## config.mk

```make
export PLATFORM = sky130hd
export DESIGN_NAME = cpu_run_ctrl
export DESIGN_NICKNAME = d
export VERILOG_FILES = /design/src/rtl/cpu_run_ctrl.sv
export SDC_FILE = /design/constraint.sdc
export NUM_CORES = 1
export LEC_CHECK = 0
export CAP_MARGIN = 10
export CELL_PAD_IN_SITES_DETAIL_PLACEMENT = 0
export CELL_PAD_IN_SITES_GLOBAL_PLACEMENT = 2
export CORE_ASPECT_RATIO = 0.7
export CORE_MARGIN = 2
export CORE_UTILIZATION = 23
export CTS_CLUSTER_DIAMETER = 40
export DETAILED_ROUTE_END_ITERATION = 6
export PLACE_DENSITY_LB_ADDON = 0.1
export SYNTH_ARGS = -nofsm -noshare
export SYNTH_HDL_FRONTEND = slang
export SYNTH_SLANG_ARGS = --single-unit
export TNS_END_PERCENT = 1
```

## constraint.sdc

```tcl
create_clock -name clk -period 3.6 [get_ports clk]
set_input_delay 0.36 -clock clk [delete_from_list [all_inputs] [get_ports clk]]
set_output_delay 0.36 -clock clk [all_outputs]
set_load 0.02 [all_outputs]
```

## src/rtl/cpu_run_ctrl.sv

```systemverilog
// Run controller in front of the CPU: holds reset, pulses req, counts cycles to done.
// Optional watchdog enabled by defining CPU_RUN_CTRL_TIMEOUT_EN.
module cpu_run_ctrl #(
    parameter int            CW         = 16,
    parameter int            RST_CYCLES = 2,
    parameter logic [CW-1:0] TO_LIMIT   = 16'd5000
) (
    input  logic          clk,
    input  logic          reset,
    input  logic          start,
    input  logic          cpu_done,
    output logic          cpu_reset,
    output logic          cpu_req,
    output logic          busy,
    output logic          finished,
    output logic          timeout,
    output logic [CW-1:0] cycle_count
);

    typedef enum logic [2:0] {
        IDLE,
        CRST,
        REQ,
        RUN,
        FIN,
        TOUT
    } state_t;

    localparam logic [3:0] RST_LAST = 4'(RST_CYCLES - 1);

`ifdef CPU_RUN_CTRL_TIMEOUT_EN
    localparam bit WD_EN = 1'b1;
`else
    localparam bit WD_EN = 1'b0;
`endif

    state_t        state_q;
    state_t        state_d;
    logic [3:0]    rst_cnt_q;
    logic [3:0]    rst_cnt_d;
    logic [CW-1:0] cnt_q;
    logic [CW-1:0] cnt_d;
    logic          to_hit;

    assign to_hit      = WD_EN && (cnt_q == TO_LIMIT);
    assign cycle_count = cnt_q;

    always_comb begin
        state_d   = state_q;
        rst_cnt_d = rst_cnt_q;
        cnt_d     = cnt_q;
        unique case (state_q)
            IDLE, FIN, TOUT: begin
                if (start) begin
                    state_d   = CRST;
                    rst_cnt_d = '0;
                    cnt_d     = '0;
                end
            end
            CRST: begin
                rst_cnt_d = rst_cnt_q + 4'd1;
                if (rst_cnt_q == RST_LAST) begin
                    state_d = REQ;
                end
            end
            REQ: begin
                state_d = RUN;
            end
            RUN: begin
                // done has priority over the watchdog in the same cycle
                if (cpu_done) begin
                    state_d = FIN;
                end else if (to_hit) begin
                    state_d = TOUT;
                end else if (cnt_q != '1) begin
                    cnt_d = cnt_q + CW'(1);
                end
            end
            default: begin
                state_d = IDLE;
            end
        endcase
    end

    // Outputs are registered from the next state so they align with state_q
    always_ff @(posedge clk or negedge reset) begin
        if (!reset) begin
            state_q   <= IDLE;
            rst_cnt_q <= '0;
            cnt_q     <= '0;
            cpu_reset <= 1'b1;
            cpu_req   <= 1'b0;
            busy      <= 1'b0;
            finished  <= 1'b0;
        end else begin
            state_q   <= state_d;
            rst_cnt_q <= rst_cnt_d;
            cnt_q     <= cnt_d;
            cpu_reset <= (state_d == IDLE) || (state_d == CRST) ||
                         (state_d == FIN) || (state_d == TOUT);
            cpu_req   <= (state_d == REQ);
            busy      <= (state_d == CRST) || (state_d == REQ) ||
                         (state_d == RUN);
            finished  <= (state_d == FIN);
        end
    end

`ifdef CPU_RUN_CTRL_TIMEOUT_EN
    always_ff @(posedge clk or negedge reset) begin
        if (!reset) begin
            timeout <= 1'b0;
        end else begin
            timeout <= (state_d == TOUT);
        end
    end
`else
    assign timeout = 1'b0;
`endif

endmodule

```

## Yosys cells after proc, flatten, opt, wreduce, memory -nomap -nowiden

Cells that the tools add are included.

- Flip-flop bits (word level): 27

- Add/subtract/negate cells: 2
- Eq/ne operators: 15
- Muxes and demuxes: 10
- Reductions and logical operators: 12

Operators with widths:

| kind | count |
|---|---|
| $mux 16 | 3 |
| $pmux 16 s2 | 1 |
| $add 16x1->16 const B | 1 |
| $ne 16x16->1 const B | 1 |
| $eq 3x2->1 const B | 4 |
| $eq 3x3->1 const B | 4 |
| $pmux 3 s4 | 1 |
| $mux 3 | 3 |
| $pmux 4 s2 | 1 |
| $eq 3x1->1 const B | 2 |
| $logic_not 3->1 | 2 |
| $ne 2x2->1 const B | 3 |
| $logic_or 1x1->1 | 5 |
| $add 4x1->4 const B | 1 |
| $eq 4x1->1 const B | 1 |
| $mux 4 | 1 |
| $reduce_and 4->1 | 1 |
| $reduce_bool 2->1 | 2 |
| $reduce_or 3->1 | 1 |
| $reduce_and 2->1 | 1 |

## Longest topological paths before layout

Gate-level depths: netlist of run 1.

- Depth after elaboration: 7
- Mapped depth: 6
- Gate-level depth less buffers: 6

## Least setup slack after synthesis of run 1

OpenSTA, ideal clock, no wires.

- Kind: register to register
- Start: reg cnt_q[0] (netlist: cycle_count[0])
- End: reg cnt_q[12] (netlist: cycle_count[12])
- Data arrival time: 1.990 ns
- Path slack: 1.532 ns
- Stages on the path, launching flop included: 6
- Buffers on the path: 0
- Path through: dfrtp_1 -> ha_1 -> nand2_1 -> or4_1 -> or4_1 -> a21oi_1

- Word-level cells in the longest chain between the ends: 4

Ends and longest elaborated chain:

| what | RTL line | RTL |
|---|---|---|
| start: declaration | 41 | `logic [CW-1:0] cnt_q;` |
| start signal: assignment | 98 | `cnt_q <= cnt_d;` |
| $add 16x1->16 | 76 | `cnt_d = cnt_q + CW'(1);` |
| $mux 16 | 75 | `end else if (cnt_q != '1) begin` |
| $mux 16 | 71 | `if (cpu_done) begin` |
| $pmux 16 s2 | 52 | `unique case (state_q)` |

Parallel ways exist; a longest one is shown, timed or not. The select of a mux whose other input is x is not followed.
A chain may end at the register's enable or synchronous reset.

## Worst setup path in the final report of run 1

- Start: reg state_q[1]
- End: reg cnt_q[11] (netlist: cycle_count[11])

- Word-level cells in the longest chain between the ends: 4

Ends and longest elaborated chain:

| what | RTL line | RTL |
|---|---|---|
| start: declaration | 37 | `state_t state_q;` |
| start signal: assignment | 96 | `state_q <= state_d;` |
| $eq 3x3->1 or $logic_not 3->1 (tied branches) | 52 |  |
| $reduce_or 3->1 | 52 |  |
| $ne 2x2->1 (no source line) or $reduce_bool 2->1 (tied branches) | -- |  |
| $reduce_and 4->1 (no source line) | -- |  |

Parallel ways exist; a longest one is shown, timed or not.

==> impl_metrics.yaml, run 1 <==
die:
  core_region_area_um2: 6220
  die_area_um2: 7090
  ioPinCount: 25
  rows: 24
  die_h_um: 71.1
  start_util_pct: 23.8
  fp.dieW_um: 99.8
pwr:
  p_leak_nw: 0.692
  ir_drop_mv: 0.323
  total_power_uw: 944
  power_density_nw_per_um2: 516
setup_path:
  cp-endpoint: "cycle_count[11]"
  reg2regPathDepth: 4
  slowest_delay_ns: 0.82
  path_cells: "nand4bb_4 -> or4_1 -> or4_1 -> a21oi_1"
  crit_slowest_cell: "dfrtp_1"
  cpMostUsedCell: "or4_1"
  end_kind: "flop"
  critical_path_class: "reg2reg"
  worstSetupStartpointType: "flop"
  cp_top_family: "simple AND/OR/NAND/NOR gates"
  crit_fanout: 20
  worstPathArrival_ns: 2.60
  r2r_start: "state_q[1]"
  startpoint: "state_q[1]"
  r2r_slack_ns: 1.22
  required_ns: 3.82
  path_buf_inv: 0
  cp.depth: 4
  r2r_end: "cycle_count[11]"
place:
  preCtsSetupSlack_ns: 1.14
  post_dp_cell_area_um2: 1780
  dp_hpwl_um: 2790
  dp_cells: 249
  numPortBuffers: 23
  routabilityCongestion: 0.680
finish:
  fin_util_pct: 29.4
  syn2layout_area_growth_pct: 23.7
  drive_gt1_share_pct: 6.86
  fin_nets: 183
  nFillCells: 647
  fin_cells: 253
  n_antenna_cell: 0
  final_cell_area_um2: 1830
timing:
  skew_ns: 0.0107
  min_period_ns: 2.38
  hold_violations: 0
  slew_violations: 0
  max_freq_mhz: 420
  tns_ns: 0
  whs_ns: 0.452
  fin_crit_sh_pct: 66.1
  max_slew_margin_pct: 51.2
  setup_viol: 0
  worst_slack_ns: 1.22
  worst-slew-pin-transition_ns: 0.726
  rsz0062_at_grt: "no"
yosys:
  postSynthAreaPerCell_um2: 9.66
  synth_cells: 153
  synthTopCellsByArea: "dfrtp_1 (44%), nand2_1 (4.3%), o31ai_1 (3.6%)"
  synth_top_family_by_area: "simple AND/OR/NAND/NOR gates"
  synth_area_um2: 1480
  synth_compound_area_share_pct: 17.9
  synthAdderAreaFrac_pct: 2.54
  yosys.area_share.simple_pct: 25.6
  async_flop_share_pct: 100
  ys_seq_area_share_pct: 45.8
  synth_edf_count: 0
  synthXorXnorAreaFrac_pct: 0.593
  synth_nets: 160
  yosysTopAreaCellShare_pct: 44.0
  synth.area.mux_share_pct: 3.47
  ys_warn_count: 0
  synth-seq-cells: 27
  synth_top_area_cell: "dfrtp_1"
  yosys_most_used_dff: "dfrtp_1"
  ys_types: 45
global_routing:
  grt_max_degree: 28
  antenna_found_initial: 0
  grt_usage_pct: 12.2
  met2_usage_pct: 17.8
  met3_usage_pct: 3.06
  grt_pass1_wl_um: 6800
  busiest_layer: "met1"
  overflow: 0
  grt_pass1_vias: 1280
  met1_usage_pct: 18.3
drt:
  first_iter_violations: 78
  route.detailed.drc: 0
  avgViaCountPerCell: 5.01
  vias: 1268
  antenna_left: 0
  wl_um: 3980
  avgRoutedWirePerCell_um: 15.7
  first_pass_iters: 4
clock_network:
  cts_made_buffers: 3
  cts_tree: "built"
  cts_resized: 0
  cts_sinks: 27
  htree_num_levels: 1
  ctsHoldBuffers: 0
  post_cts_buffers: 0
  cts-root-buf: "clkbuf_8"
  path_clk_slew_ns: 0.11
  cts_buffer_depth: 2
  clock_latency_ns: 0.28
min_path:
  hold_path.class: "in2async"
run_status:
  outcome: "completed"
flow_run:
  cap_violations: 0
==> per-layer routing <==
layer	vias up	wire, µm
met2	30	1650
met5	-	0
met3	6	151
li1	619	-
met1	613	2150
met4	0	29
==> power by group <==
group / leakage [nW] / internal, mW / switching [mW]
Sequential: 0.357 / 0.362 / 0.0845
Clock: 0.0255 / 0.0779 / 0.106
Combinational: 0.309 / 0.143 / 0.171
Total: 0.692 / 0.583 / 0.361
==> cell usage after synthesis, types with 2 or more instances <==
cell,count
or4_1,7
inv_1,5
nand2b_1,5
o211ai_1,2
nand2_1,17
a2111oi_0,2
dfrtp_1,26
nor3_1,4
nor2_1,6
nand3_1,8
mux2i_1,4
and3_1,2
nor4_1,2
o41ai_1,2
o21ai_0,5
o21a_1,4
a21oi_1,10
or2_2,3
ha_1,3
nand4_1,2
o31ai_1,7
clkbuf_1,4
==> logic make-up after synthesis <==
logic type | Yosys count
fa+ha+maj | 3
compound gates | 39
mux | 5
other cells | 1
flops | 27
buf+inv | 12
simple gates | 65
xor+xnor | 1
==> layout by cell type (no fill, tap or decap), types with 2 or more instances in the layout <==
master / Yosys / routed
o21ai_0: 5 / 5
or4_1: 7 / 7
o31ai_1: 7 / 7
o211ai_1: 2 / 2
mux2i_1: 4 / 4
clkbuf_8: 0 / 3
a21oi_1: 10 / 10
inv_1: 5 / 5
clkdlybuf4s50_1: 0 / 23
nor3_1: 4 / 4
nand4_1: 2 / 2
a2111oi_0: 2 / 2
nor4_1: 2 / 2
o21a_1: 4 / 4
and3_1: 2 / 2
nand2b_1: 5 / 5
or2_2: 3 / 3
dfrtp_1: 26 / 26
buf_4: 1 / 2
nand3_1: 8 / 8
nor2_1: 6 / 6
o41ai_1: 2 / 2
nand2_1: 17 / 17
ha_1: 3 / 3
==> final cells by class <==
class / instances / area [µm²] / share of cell area (%)
tap: 78 / 97.6 / 5.34
clock inverter: 1 / 5.00 / 0.274
multi-input combinational: 114 / 743 / 40.7
timing repair buffer: 25 / 245 / 13.4
clock buffer: 3 / 41.3 / 2.26
inverter: 5 / 18.8 / 1.03
sequential: 27 / 677 / 37.0
==> state kept, by name (all words and copies together) (netlist names) <==
| name | count |
|---|---|
| busy | 1 |
| cpu_req | 1 |
| cpu_reset | 1 |
| cycle_count | 16 |
| finished | 1 |
| rst_cnt_q | 4 |
| state_q | 3 |
==> how the worst min path moves through the flow <==
stage	startpoint	end	slack, ns
2_1_floorplan	reset	busy	0.06
4_1_cts	reset	cycle_count[8]	0.47
3_3_place_gp	rst_cnt_q[1]	rst_cnt_q[1]	0.52
5_1_grt	reset	cycle_count[8]	0.49
3_5_place_dp	rst_cnt_q[3]	rst_cnt_q[3]	0.54
6_report	reset	cycle_count[5]	0.45
==> worst register-to-register path, cell delays in order, from the launching register on <==
cell and delay [ns]:
dfrtp_1 0.82, nand4bb_4 0.21, or4_1 0.62, or4_1 0.50
a21oi_1 0.16
(Power assumes the default switching activity.)
==> run 2: changes to the inputs <==
==> constraint.sdc (replaced) <==
create_clock -name clk -period 1.95 [get_ports clk]
set_input_delay 0.195 -clock clk [delete_from_list [all_inputs] [get_ports clk]]
set_output_delay 0.195 -clock clk [all_outputs]
set_load 0.02 [all_outputs]
==> run 2 against run 1 <==
  * Highest routed layer unchanged
  * Clock power increased by 79%
  * Sequential cell count unchanged
  * Sequential share of layout area decreased by 4.0 points
  * Largest power group unchanged
  * Largest cell class unchanged
  * The run now ends with negative setup slack left
  * Clock-buffer cell count unchanged
  * Register-to-register slack got worse by 1.2 ns
==> impl_metrics.yaml, run 2 (synthesis gave the netlist of run 1 again) <==
run_status:
  outcome: "finished, violations left"
  failed_checks: "negative setup slack"
finish:
  fin_nets: 210
  most-common-layout-cells: "buf_4 (29), clkdlybuf4s50_1 (23), dfrtp_1 (21), nand2_1 (17), a21oi_1 (8)"
  syn2layout_area_growth_pct: 40.1
  n_antenna_cell: 0
  final_cell_area_um2: 2070
  drive_gt1_share_pct: 26.2
  largest_register_ffs: 16
  fin_util_pct: 33.3
  nFillCells: 633
  layout_commonest_cell: "buf_4"
  fin_cells: 280
place:
  preCtsSetupSlack_ns: -0.286
  routabilityCongestion: 0.690
  post_dp_cell_area_um2: 1990
  dp_hpwl_um: 3010
  dp_cells: 276
  numPortBuffers: 23
min_path:
  hold_path.class: "in2async"
drt:
  first_pass_iters: 6
  antenna_left: 0
  wl_um: 4140
  avgRoutedWirePerCell_um: 14.8
  vias: 1354
  avgViaCountPerCell: 4.84
  route.detailed.drc: 0
  first_iter_violations: 57
timing:
  whs_ns: 0.296
  skew_ns: 0.00878
  setup_viol: 2
  tns_ns: -0.00238
  worst_slack_ns: -0.00146
  hold_violations: 0
  fin_crit_sh_pct: 100
  slew_violations: 0
  max_freq_mhz: 512
  rsz0062_at_grt: "yes"
  min_period_ns: 1.95
setup_path:
  required_ns: 2.17
  worstPathArrival_ns: 2.17
  reg2regPathDepth: 4
  r2r_slack_ns: 0.03
  end_kind: "flop"
  worstSetupStartpointType: "primary input"
  startpoint: "cpu_done"
  critical_path_class: "in2reg"
  r2r_end: "cycle_count[10]"
  r2r_start: "state_q[2]"
  crit_fanout: 5
clock_network:
  cts_made_buffers: 3
  path_clk_slew_ns: 0.10
  htree_num_levels: 1
  clock_latency_ns: 0.28
  cts_tree: "built"
  cts_sinks: 27
  cts-root-buf: "clkbuf_8"
  cts_buffer_depth: 2
die:
  fp.dieW_um: 99.8
  rows: 24
  core_region_area_um2: 6220
  ioPinCount: 25
  die_area_um2: 7090
  die_h_um: 71.1
  start_util_pct: 23.8
global_routing:
  grt_pass1_vias: 1305
  overflow: 0
  grt_usage_pct: 12.4
  antenna_found_initial: 0
  grt_max_degree: 28
  grt_pass1_wl_um: 6890
flow_run:
  cap_violations: 0
pwr:
  ir_drop_mv: 0.425
  power_density_nw_per_um2: 883
  p_leak_nw: 0.824
  total_power_mw: 1.83
[run 2: changes by cell type in the layout (fill, tap and decap cells not counted), moves of 2 or more]
cell,delta
or4_1,-4
or4_4,+4
dfrtp_1,-5
dfrtp_2,+5
buf_4,+27
a21oi_1,-2
a21oi_2,+2
[run 2: cell type report]
class | count | area [µm²] | share of cell area (%)
clock inverter | 1 | 5.00 | 0.242
tap | 78 | 97.6 | 4.71
multi-input combinational | 114 | 777 | 37.5
inverter | 5 | 18.8 | 0.906
clock buffer | 3 | 41.3 | 1.99
timing repair buffer | 52 | 448 | 21.6
sequential | 27 | 683 | 33.0
[run 2: metal layers]
metal  wire length (µm)  GRT usage (%)  part of all wire, %  up-vias
met4                 19           1.37                 0.46        0
met2               1780           18.5                   43       27
met1               2200           18.9                   53      659
li1                   -              -                    -      666
met3                136           2.96                  3.3        2
met5                  0              0                    0        -
[run 2: worst max-delay path by stage]
| stage | endpoint | slack, ns | cells past startpoint |
|---|---|---|---|
| 5_1_grt | cycle_count[10] | -0.04 | 4 |
| 3_5_place_dp | cycle_count[11] | -0.29 | 5 |
| 6_report | cycle_count[10] | -0.001 | 5 |
| 3_3_place_gp | cycle_count[11] | -0.22 | 5 |
| 4_1_cts | cycle_count[10] | 0.006 | 5 |
| 2_1_floorplan | cycle_count[12] | -0.008 | 5 |
[run 2: what timing repair did]
action / CTS / global route
endpoints found under the setup margin: 0 / 7
setup buffers: 0 / 0
hold buffers: 0 / 0
gates resized for setup: 0 / 9
[run 2: critical path, stage by stage]
cell,delay (ns)
clkdlybuf4s50_1,0.49
nand4bb_4,0.27
or4_4,0.60
or4_4,0.50
a21oi_2,0.12
[run 2: power by group]
part	switching [mW]	total (mW)	internal [mW]
Combinational	0.401	0.744	0.343
Sequential	0.0832	0.755	0.672
Clock	0.186	0.330	0.143
Total	0.671	1.83	1.16
==> run 3: changes to the inputs <==
--- a/config.mk
+++ b/config.mk
@@ -13,6 +13,7 @@
 export CORE_UTILIZATION = 23
 export CTS_CLUSTER_DIAMETER = 40
 export DETAILED_ROUTE_END_ITERATION = 6
+export MAX_ROUTING_LAYER = met4
 export PLACE_DENSITY_LB_ADDON = 0.1
 export SYNTH_ARGS = -nofsm -noshare
 export SYNTH_HDL_FRONTEND = slang
==> run 3 against run 2 <==
  * The run now ends clean
  * Clock skew about the same
  * Clock power about the same
  * Hold slack about the same
  * Total power down 0.11%
==> impl_metrics.yaml, run 3 (synthesis gave the netlist of run 1 again) <==
timing:
  fin_crit_sh_pct: 99.9
  worst_slack_ns: 0.00114
  min_period_ns: 1.95
  skew_ns: 0.00876
  setup_viol: 0
  max_freq_mhz: 513
  rsz0062_at_grt: "yes"
  slew_violations: 0
  hold_violations: 0
setup_path:
  end_kind: "flop"
  crit_slowest_cell: "or4_4"
  worstSetupStartpointType: "primary input"
  worstPathArrival_ns: 2.16
  required_ns: 2.16
  critical_path_class: "in2reg"
  path_cells: "clkdlybuf4s50_1 -> nand4bb_4 -> or4_4 -> or4_1 -> a21oi_1"
  crit_fanout: 5
  slowest_delay_ns: 0.60
place:
  dp_hpwl_um: 3010
  routabilityCongestion: 0.697
  numPortBuffers: 23
  dp_cells: 276
  preCtsSetupSlack_ns: -0.286
drt:
  avgRoutedWirePerCell_um: 14.8
  first_pass_iters: 6
  vias: 1348
  wl_um: 4150
  avgViaCountPerCell: 4.81
  first_iter_violations: 58
  route.detailed.drc: 0
  antenna_left: 0
die:
  die_area_um2: 7090
  core_region_area_um2: 6220
  die_h_um: 71.1
  rows: 24
  start_util_pct: 23.8
  ioPinCount: 25
  fp.dieW_um: 99.8
clock_network:
  cts_made_buffers: 3
  cts_tree: "built"
  cts_sinks: 27
  clock_latency_ns: 0.28
  path_clk_slew_ns: 0.10
  post_cts_buffers: 0
  cts_buffer_depth: 2
  ctsHoldBuffers: 0
  htree_num_levels: 1
  cts-root-buf: "clkbuf_8"
global_routing:
  grt_pass1_wl_um: 6890
  overflow: 0
  grt_pass1_vias: 1302
  antenna_found_initial: 0
  grt_max_degree: 28
  grt_usage_pct: 12.8
pwr:
  power_density_nw_per_um2: 882
  ir_drop_mv: 0.425
  p_leak_nw: 0.824
  total_power_mw: 1.83
finish:
  n_antenna_cell: 0
  drive_gt1_share_pct: 26.2
  most-common-layout-cells: "buf_4 (29), clkdlybuf4s50_1 (23), dfrtp_1 (21), nand2_1 (17), a21oi_1 (8)"
  layout_commonest_cell: "buf_4"
  fin_nets: 210
  largest_register_ffs: 16
  syn2layout_area_growth_pct: 40.1
  fin_cells: 280
flow_run:
  cap_violations: 0
min_path:
  hold_path.class: "in2async"
run_status:
  outcome: "completed"
[run 3: cell counts in the layout (fill, tap and decap cells not counted)]
Identical to the previous run, type by type.
[run 3: repair_timing]
action	in CTS	in global routing
endpoints found under the hold margin	0	0
gates resized for setup	0	9
setup endpoints to repair	0	7
[run 3: metrics by stage]
step / utilization [%] / setup TNS, ns / hold slack (ns) / instance area, µm²
3_3_place_gp: 32.1 / -1.21 / 0.526 / 1990
3_5_place_dp: 32.1 / -1.64 / 0.540 / 1990
2_1_floorplan: - / -0.0159 / -0.101 / 1490
5_1_grt: 33.3 / -0.189 / 0.333 / 2070
6_report: 33.3 / 0 / 0.297 / 2070
4_1_cts: 32.8 / 0 / 0.303 / 2040
[run 3: area by class of cell]
type	count	area, µm²
clock buffer	3	41.3
sequential	27	683
multi-input combinational	114	777
clock inverter	1	5.00
inverter	5	18.8
fill	633	4150
timing repair buffer	52	448
tap	78	97.6
[run 3: path summary, 6_finish.rpt]
check / depth (start not counted) / slack [ns] / startpoint / to
hold reg to reg: 1 / 0.55 / rst_cnt_q[0] / rst_cnt_q[0]
max in group asynchronous: 2 / 1.33 / reset / cpu_reset
setup / recovery: 5 / 0.001 / cpu_done / cycle_count[12]
min in group clk: 1 / 0.55 / rst_cnt_q[0] / rst_cnt_q[0]
setup reg to reg: 4 / 0.03 / state_q[2] / cycle_count[12]
hold / removal: 2 / 0.30 / reset / rst_cnt_q[3]
[run 3: metal layers]
| metal | global-route usage (%) | share of wire [%] |
|---|---|---|
| met1 | 18.8 | 53 |
| met2 | 18.5 | 42 |
| met3 | 2.96 | 4.0 |
| met4 | 1.37 | 0.46 |
| met5 | - | 0 |
[run 3: critical path, delay by kind of cell]
family          cells  cell delay [ns]
compound gates      1             0.13
buf+inv             1             0.49
simple gates        3             1.35
[run 3: where the power goes]
group,internal (mW),switching (mW)
registers,0.672,0.0836
logic,0.343,0.399
clock network,0.143,0.186
total,1.16,0.669
